==> config.mk <==
export PLATFORM = sky130hd
export DESIGN_NAME = if_stage
export DESIGN_NICKNAME = d
export VERILOG_FILES = /design/src/rtl/aurora_pkg.sv /design/src/rtl/if_skid_fifo.sv /design/src/rtl/if_stage.sv
export SDC_FILE = /design/constraint.sdc
export NUM_CORES = 1
export LEC_CHECK = 0
export CORE_AREA = 10 10 143 145
export CTS_BUF_LIST = sky130_fd_sc_hd__clkbuf_8
export DETAILED_ROUTE_END_ITERATION = 10
export DIE_AREA = 0 0 153 155
export GPL_ROUTABILITY_DRIVEN = 1
export PLACE_DENSITY_LB_ADDON = 0.05
export SLEW_MARGIN = 10
export SYNTH_ARGS = -nofsm -noshare
export SYNTH_HDL_FRONTEND = slang
export SYNTH_SLANG_ARGS = --single-unit
==> constraint.sdc <==
create_clock -name clk -period 10.95 [get_ports clk]
set_clock_uncertainty 0.1 [all_clocks]
set_input_delay 1.095 -clock clk [delete_from_list [all_inputs] [get_ports clk]]
set_output_delay 1.095 -clock clk [all_outputs]
set_load 0.005 [all_outputs]
==> src/rtl/aurora_pkg.sv <==
// rtl/aurora_pkg.sv - shared core widths, reset vector and fetch entry type
package aurora_pkg;

  localparam int XLEN = 32;
  localparam int ILEN = 32;
  localparam logic [XLEN-1:0] RESET_PC_DEFAULT = 32'h0000_0000;
  localparam logic [ILEN-1:0] NOP_INST = 32'h0000_0013;

  typedef struct packed {
    logic [XLEN-1:0] pc;
    logic [ILEN-1:0] inst;
  } fetch_entry_t;

  function automatic logic [XLEN-1:0] align_word(input logic [XLEN-1:0] addr);
    return addr & ~(XLEN'(3));
  endfunction

endpackage

==> src/rtl/if_skid_fifo.sv <==
// rtl/if_skid_fifo.sv - two-entry fetch buffer with flush, count and head output
module if_skid_fifo
  import aurora_pkg::*;
(
  input  logic         clk,
  input  logic         rst,
  input  logic         push,
  input  logic         pop,
  input  logic         flush,
  input  fetch_entry_t push_data,
  output fetch_entry_t head,
  output logic [1:0]   count
);

  fetch_entry_t mem [2];
  logic         wr_ptr;
  logic         rd_ptr;

  assign head = mem[rd_ptr];

  // Flush only rewinds pointers; stale storage is never visible because the
  // consumer qualifies the head with a non-zero count.
  always_ff @(posedge clk or posedge rst) begin
    if (rst) begin
      mem[0] <= '0;
      mem[1] <= '0;
      wr_ptr <= 1'b0;
      rd_ptr <= 1'b0;
      count  <= 2'd0;
    end else if (flush) begin
      wr_ptr <= 1'b0;
      rd_ptr <= 1'b0;
      count  <= 2'd0;
    end else begin
      if (push) begin
        mem[wr_ptr] <= push_data;
        wr_ptr      <= ~wr_ptr;
      end
      if (pop) begin
        rd_ptr <= ~rd_ptr;
      end
      count <= count + {1'b0, push} - {1'b0, pop};
    end
  end

endmodule

==> src/rtl/if_stage.sv <==
// rtl/if_stage.sv - instruction fetch: PC, ROM request issue, response kill, decode buffer
// Optional performance counters are enabled by defining AURORA_IF_PERF_CNT_EN.
module if_stage
  import aurora_pkg::*;
#(
  parameter logic [XLEN-1:0] RESET_PC   = RESET_PC_DEFAULT,
  parameter int              FIFO_DEPTH = 2
) (
  input  logic             clk,
  input  logic             rst,
  input  logic             redirect,
  input  logic [XLEN-1:0]  redirect_pc,
  output logic             irom_en,
  output logic [XLEN-1:0]  irom_addr,
  input  logic [ILEN-1:0]  irom_rdata,
  output logic             if_valid,
  input  logic             id_ready,
  output logic [XLEN-1:0]  if_pc,
  output logic [ILEN-1:0]  if_inst
`ifdef AURORA_IF_PERF_CNT_EN
  ,
  output logic [31:0]      if_perf_fetch_cnt,
  output logic [31:0]      if_perf_flush_cnt
`endif
);

  logic [XLEN-1:0] pc;
  logic [XLEN-1:0] inflight_pc;
  logic            inflight;
  logic [1:0]      fifo_count;
  logic            handshake;
  logic            push;
  logic [2:0]      occupancy;
  logic [2:0]      limit;
  fetch_entry_t    head;
  fetch_entry_t    push_data;

  assign if_valid  = (fifo_count != 2'd0);
  assign handshake = if_valid & id_ready;

  // Reserve a slot for every outstanding request so a response always fits.
  assign occupancy = {1'b0, fifo_count} + {2'b00, inflight};
  assign limit     = 3'(FIFO_DEPTH) + {2'b00, handshake};
  assign irom_en   = !rst && !redirect && (occupancy < limit);
  assign irom_addr = pc;

  assign push           = inflight & !redirect;
  assign push_data.pc   = inflight_pc;
  assign push_data.inst = irom_rdata;

  assign if_pc   = if_valid ? head.pc   : '0;
  assign if_inst = if_valid ? head.inst : '0;

  always_ff @(posedge clk or posedge rst) begin
    if (rst) begin
      pc          <= RESET_PC;
      inflight    <= 1'b0;
      inflight_pc <= '0;
    end else if (redirect) begin
      pc       <= align_word(redirect_pc);
      inflight <= 1'b0;
    end else begin
      inflight <= irom_en;
      if (irom_en) begin
        inflight_pc <= pc;
        pc          <= pc + 32'd4;
      end
    end
  end

  if_skid_fifo u_fifo (
    .clk       (clk),
    .rst       (rst),
    .push      (push),
    .pop       (handshake),
    .flush     (redirect),
    .push_data (push_data),
    .head      (head),
    .count     (fifo_count)
  );

`ifdef AURORA_IF_PERF_CNT_EN
  always_ff @(posedge clk or posedge rst) begin
    if (rst) begin
      if_perf_fetch_cnt <= 32'd0;
      if_perf_flush_cnt <= 32'd0;
    end else begin
      if (handshake) if_perf_fetch_cnt <= if_perf_fetch_cnt + 32'd1;
      if (redirect)  if_perf_flush_cnt <= if_perf_flush_cnt + 32'd1;
    end
  end
`endif

endmodule

== Word-level counts from Yosys, hierarchy flattened ==
Cells that the tools add are included.
Storage, ports and cells
  register bits: 197
  input port bits: 68
  output and inout port bits: 98
  logic and storage cells: 53
Cells by class
  add/sub/neg operators: 5
  $lt $le $gt $ge: 4
  multiplexer cells: 16
  bitwise operators: 7
  reductions and logical operators: 11
Operator list (count)
  2-to-1 mux 64 bit: 4
  bitwise mux 128 bit: 1
  2-to-1 mux 32 bit: 4
  demux 64 bit (select 1 bit): 1
  adder 32 x 3 -> 32 bit, second input constant: 1
  nonzero test 2 bit: 4
  2-to-1 mux 1 bit: 5
  >= comparator 2 bit, second input constant: 2
  NOT 1 -> 2 bit: 2
  AND reduction 2 bit: 2
  adder 2 x 1 -> 3 bit: 1
  adder 2 x 1 -> 3 bit, first input constant: 1
  logical AND 1 bit: 3
  less-than comparator 3 bit: 1
  NOT 1 bit: 3
  adder 2 x 1 -> 2 bit: 1
  bitwise AND 1 bit: 2
  zero test 1 bit: 2
  less-than comparator 2 x 1 -> 1 bit, second input constant: 1
  2-to-1 mux 2 bit: 1
  subtractor 2 x 1 -> 2 bit: 1

== Depth between registers and ports, before layout ==
  depth after elaboration: 7
  mapped depth: 8
  depth with buffers taken out: 7

== Cells and area by module ==
Synthesis repeated with hierarchy kept, for this count alone.
Unflattened totals
  cells, all modules: 705
  area total of the unflattened synthesis: 9446.6 um^2
By module, submodules not included
  if_skid_fifo: instances 1, cells an instance 359, area each 6052.1 um^2, sequential area each 3303.2 um^2
  if_stage: instances 1, cells an instance 346, area each 3394.5 um^2, sequential area each 1526.5 um^2

== Worst setup path after synthesis ==
Ideal clock, no wire load.
  kind: in2out
  start point: input port id_ready
  end point: output port irom_en
  arrival time: 1.724 ns
  required time: 9.755 ns
  path slack: 8.031 ns
  stages on the path: 4
  cells stage by stage: o21ai_0 -> o21ai_0 -> nand2_1 -> nor2_1
On the way
  word-level cells in the longest chain between the ends: 4
RTL lines
  from (decl): line if_stage.sv:17  | input logic id_ready,
  bitwise AND 1 bit: line if_stage.sv:39  | assign handshake = if_valid & id_ready;
  adder 2 x 1 -> 3 bit: line if_stage.sv:43  | assign limit = 3'(FIFO_DEPTH) + {2'b00, handshake};
  less-than comparator 3 bit: line if_stage.sv:44  | assign irom_en = !rst && !redirect && (occupancy < limit);
  logical AND 1 bit: line if_stage.sv:44
  to (decl): line if_stage.sv:13  | output logic irom_en,
Every way passes these cells.

== Final worst setup path ==
  start point: input port rst
  end point: output port irom_en
On the way
  word-level cells in the longest chain between the ends: 3
RTL lines
  from (decl): line if_stage.sv:10  | input logic rst,
  zero test 1 bit (no source line)
  logical AND 1 bit (2 in series): line if_stage.sv:44
Every way passes these cells.

==> results.sh <==
export IMPL_tns_ns=0
export IMPL_wire_per_inst_um=19.28
export IMPL_yosysMostFrequentCell="dfrtp_1"
export IMPL_crit_buf_inv=2
export IMPL_r2r_end="irom_addr[29]$_DFFE_PP0P_"
export IMPL_ir_worst_vdd_mv=0.1111
export IMPL_critPathLaunch="rst"
export IMPL_syn_to_final_growth_pct=25.51
export IMPL_place_gp_congestion=0.7656
export IMPL_tritoncts="yes"
export IMPL_overflow=0
export IMPL_grt_usage_pct=17.74
export IMPL_fill_cells=1433
export IMPL_ctsRootBufferMaster="clkbuf_8"
export IMPL_cts_clk_slew_worst_paths_ns=0.09
export IMPL_yosysUniqueCellTypes=37
export IMPL_start_util_pct=48.97
export IMPL_die_area_um2=23720
export IMPL_power_density_nw_per_um2=248.5
export IMPL_htreeDepth=4
export IMPL_grt_pass1_wl_um=33970
export IMPL_r2r_start="u_fifo.count[0]$_DFF_PP0_"
export IMPL_critPathMaxStageDelay_ns=0.55
export IMPL_numClockSinks=189
export IMPL_drv_slew=0
export IMPL_clk_insertion_delay_late_ns=0.46
export IMPL_rows=49
export IMPL_ff2ff_path_depth=7
export IMPL_hold_path_class="flip-flop to flip-flop"
export IMPL_end_kind="output port"
export IMPL_synthArstFlopShare_pct=100.0
export IMPL_post_synth_most_frequent_cells="dfrtp_1, mux2_2, nor2_1"
export IMPL_slowest_stage="clkdlybuf4s50_1"
export IMPL_drt_drc_violations_left=0
export IMPL_final_area_um2=10850
export IMPL_synth_avg_cell_area_um2=12.41
export IMPL_min_from="u_fifo.mem[12]$_DFFE_PP0P_"
export IMPL_path_class="primary input to output port"
export IMPL_cp_arrival_ns=3.15
export IMPL_critical_path_cell_chain="clkdlybuf4s50_1 -> nor2_1 -> nand2_1 -> nor2_1 -> clkdlybuf4s50_1"
export IMPL_seq_area_um2=4733
export IMPL_pre_cts_ws_ns=6.620
export IMPL_final_nets=912
export IMPL_worstPathRequired_ns=9.76
export IMPL_yosysSeqAreaShare_pct=54.70
export IMPL_antenna_found_initial=0
export IMPL_layout_setup_ws_ns=6.605
export IMPL_maxCapViolations=0
export IMPL_netlist_area_um2=8647
export IMPL_coreArea_um2=17660
export IMPL_synth_top_area_share_pct=54.70
export IMPL_dp_hpwl_um=13920
export IMPL_hold_buffers=0
export IMPL_drt_pass1_iter_count=5
export IMPL_cts_setup_buffers=0
export IMPL_dpl_cell_area_um2=10420
export IMPL_yosysWarnings=0
export IMPL_synthCells=697
export IMPL_rsz0062_at_grt="no"
export IMPL_use_met2_pct=28.94
export IMPL_grt_max_degree=107
export IMPL_max_slew_margin_rel_pct=19.66
export IMPL_grt_busiest_layer="met2"
export IMPL_fmax_ghz=0.2301
export IMPL_hold_end="u_fifo.mem[12]$_DFFE_PP0P_"
export IMPL_crit_path_start_kind="primary input"
export IMPL_use_met3_pct=5.404
export IMPL_port_buffers=159
export IMPL_power_leakage_nw=4.473
export IMPL_hold_path_cell_count=1
export IMPL_layout_drive_gt1_share_pct=23.71
export IMPL_ant_nets=0
export IMPL_num_vias=5800
export IMPL_met1_usage_pct=22.49
export IMPL_synth_flop_cell="dfrtp_1"
export IMPL_finalSetupViolCount=0
export IMPL_outcome="completed"
export IMPL_min_period_ns=4.345
export IMPL_pin_count=166
export IMPL_synth_edf_count=0
export IMPL_cts_buffer_depth=2
export IMPL_synthTopCellsByArea="dfrtp_1, mux2_2, mux2i_1"
export IMPL_grt_pass1_vias=6293
export IMPL_period_share_pct=39.68
export IMPL_path_delay_family="buffers and inverters"
export IMPL_ys_ff_latch=189
export IMPL_via_per_inst=5.365
export IMPL_finalWirelength_um=20840
export IMPL_drtIter0Drc=264
export IMPL_n_antenna_cell=0
export IMPL_cts_inserted_buffers=17
export IMPL_hold_viol=0
export IMPL_r2r_setup_slack_ns=7.78
export IMPL_tightest_slew_ns=1.205
export IMPL_crit_fanout=8
export IMPL_fp_dieW_um=153
export IMPL_multi_input_area_um2=3751
export IMPL_holdWs_ns=0.4101
export IMPL_synth_top_area_cell="dfrtp_1"
export IMPL_fp_dieH_um=155
export IMPL_cts_resized=0
[stage by stage]
step	util [%]	instances	power (mW)
6_report	61.47	1081	2.697
2_1_floorplan	-	700	1.753
3_5_place_dp	59.02	1049	2.243
3_3_place_gp	59.02	1049	2.184
4_1_cts	61.47	1081	2.740
5_1_grt	61.47	1081	2.894
[worst max-delay path by stage]
stage / end / slack [ns] / cells after the start
global placement: irom_en / 6.63 / 5
floorplan: inflight$_DFF_PP0_ / 4.61 / 1
detailed placement: irom_en / 6.62 / 5
finish: irom_en / 6.60 / 5
CTS: irom_en / 6.60 / 5
global route: irom_en / 6.40 / 5
[per-layer routing]
metal / up-vias / routed length [µm]
met5: - / 0
met4: 0 / 221
met3: 13 / 1206
met2: 139 / 10090
met1: 2931 / 9318
li1: 2717 / -
[kinds of logic after synthesis]
group / count (synthesis) / share of synthesized area (%)
XOR/XNOR: 28 / 2.836
adder cells (fa/ha/maj): 5 / 0.7235
AO/OA/AOI/OAI: 35 / 2.170
other: 1 / 0.04337
flip-flops: 189 / 54.70
buffers and inverters: 50 / 2.402
AND/OR/NAND/NOR: 170 / 9.521
multiplexers: 219 / 27.61
[layout make-up]
class	instances	area share, %
flip-flops and latches	189	43.61
clock inverters	15	1.822
inverters	7	0.3113
clock buffers	17	2.156
well taps	229	2.640
multi-input cells	461	34.56
repair buffers	163	14.90
[worst reg2reg max path: stages (launching register included)]
cell     delay [ns]
dfrtp_1        0.44
ha_1           0.20
ha_1           0.20
nor2_1         0.36
nand3_1        0.53
or3_4          0.58
or4_1          0.51
a31oi_1        0.17
[layout by cell type, fill, tap and decap left out, types with 3 or more instances in the layout]
cell / n
nor2_1: 72
nor4b_1: 3
bufinv_16: 4
inv_1: 9
nand2_1: 34
nand3_1: 14
xnor2_1: 17
xor2_1: 11
clkdlybuf4s50_1: 158
mux2_2: 156
clkbuf_8: 17
a31oi_1: 4
nand4_1: 8
and4_1: 5
mux2i_1: 63
nor4_1: 8
clkinvlp_4: 5
ha_1: 5
and3_1: 3
conb_1: 4
dfrtp_1: 188
nand4b_1: 3
buf_4: 4
o21ai_0: 28
[registers in the layout (all words and copies together) (netlist names)]
signal and count:
u_fifo.mem 124, inflight 1, u_fifo.count 2, u_fifo.rd_ptr 1, inflight_pc 30, u_fifo.wr_ptr 1
irom_addr 30
[power breakdown]
part | internal, mW | leakage [nW] | switching [mW]
registers | 0.989 | 2.32 | 0.220
logic | 0.606 | 1.94 | 0.389
clock network | 0.249 | 0.211 | 0.244
Power figures use the tool's default switching activity.
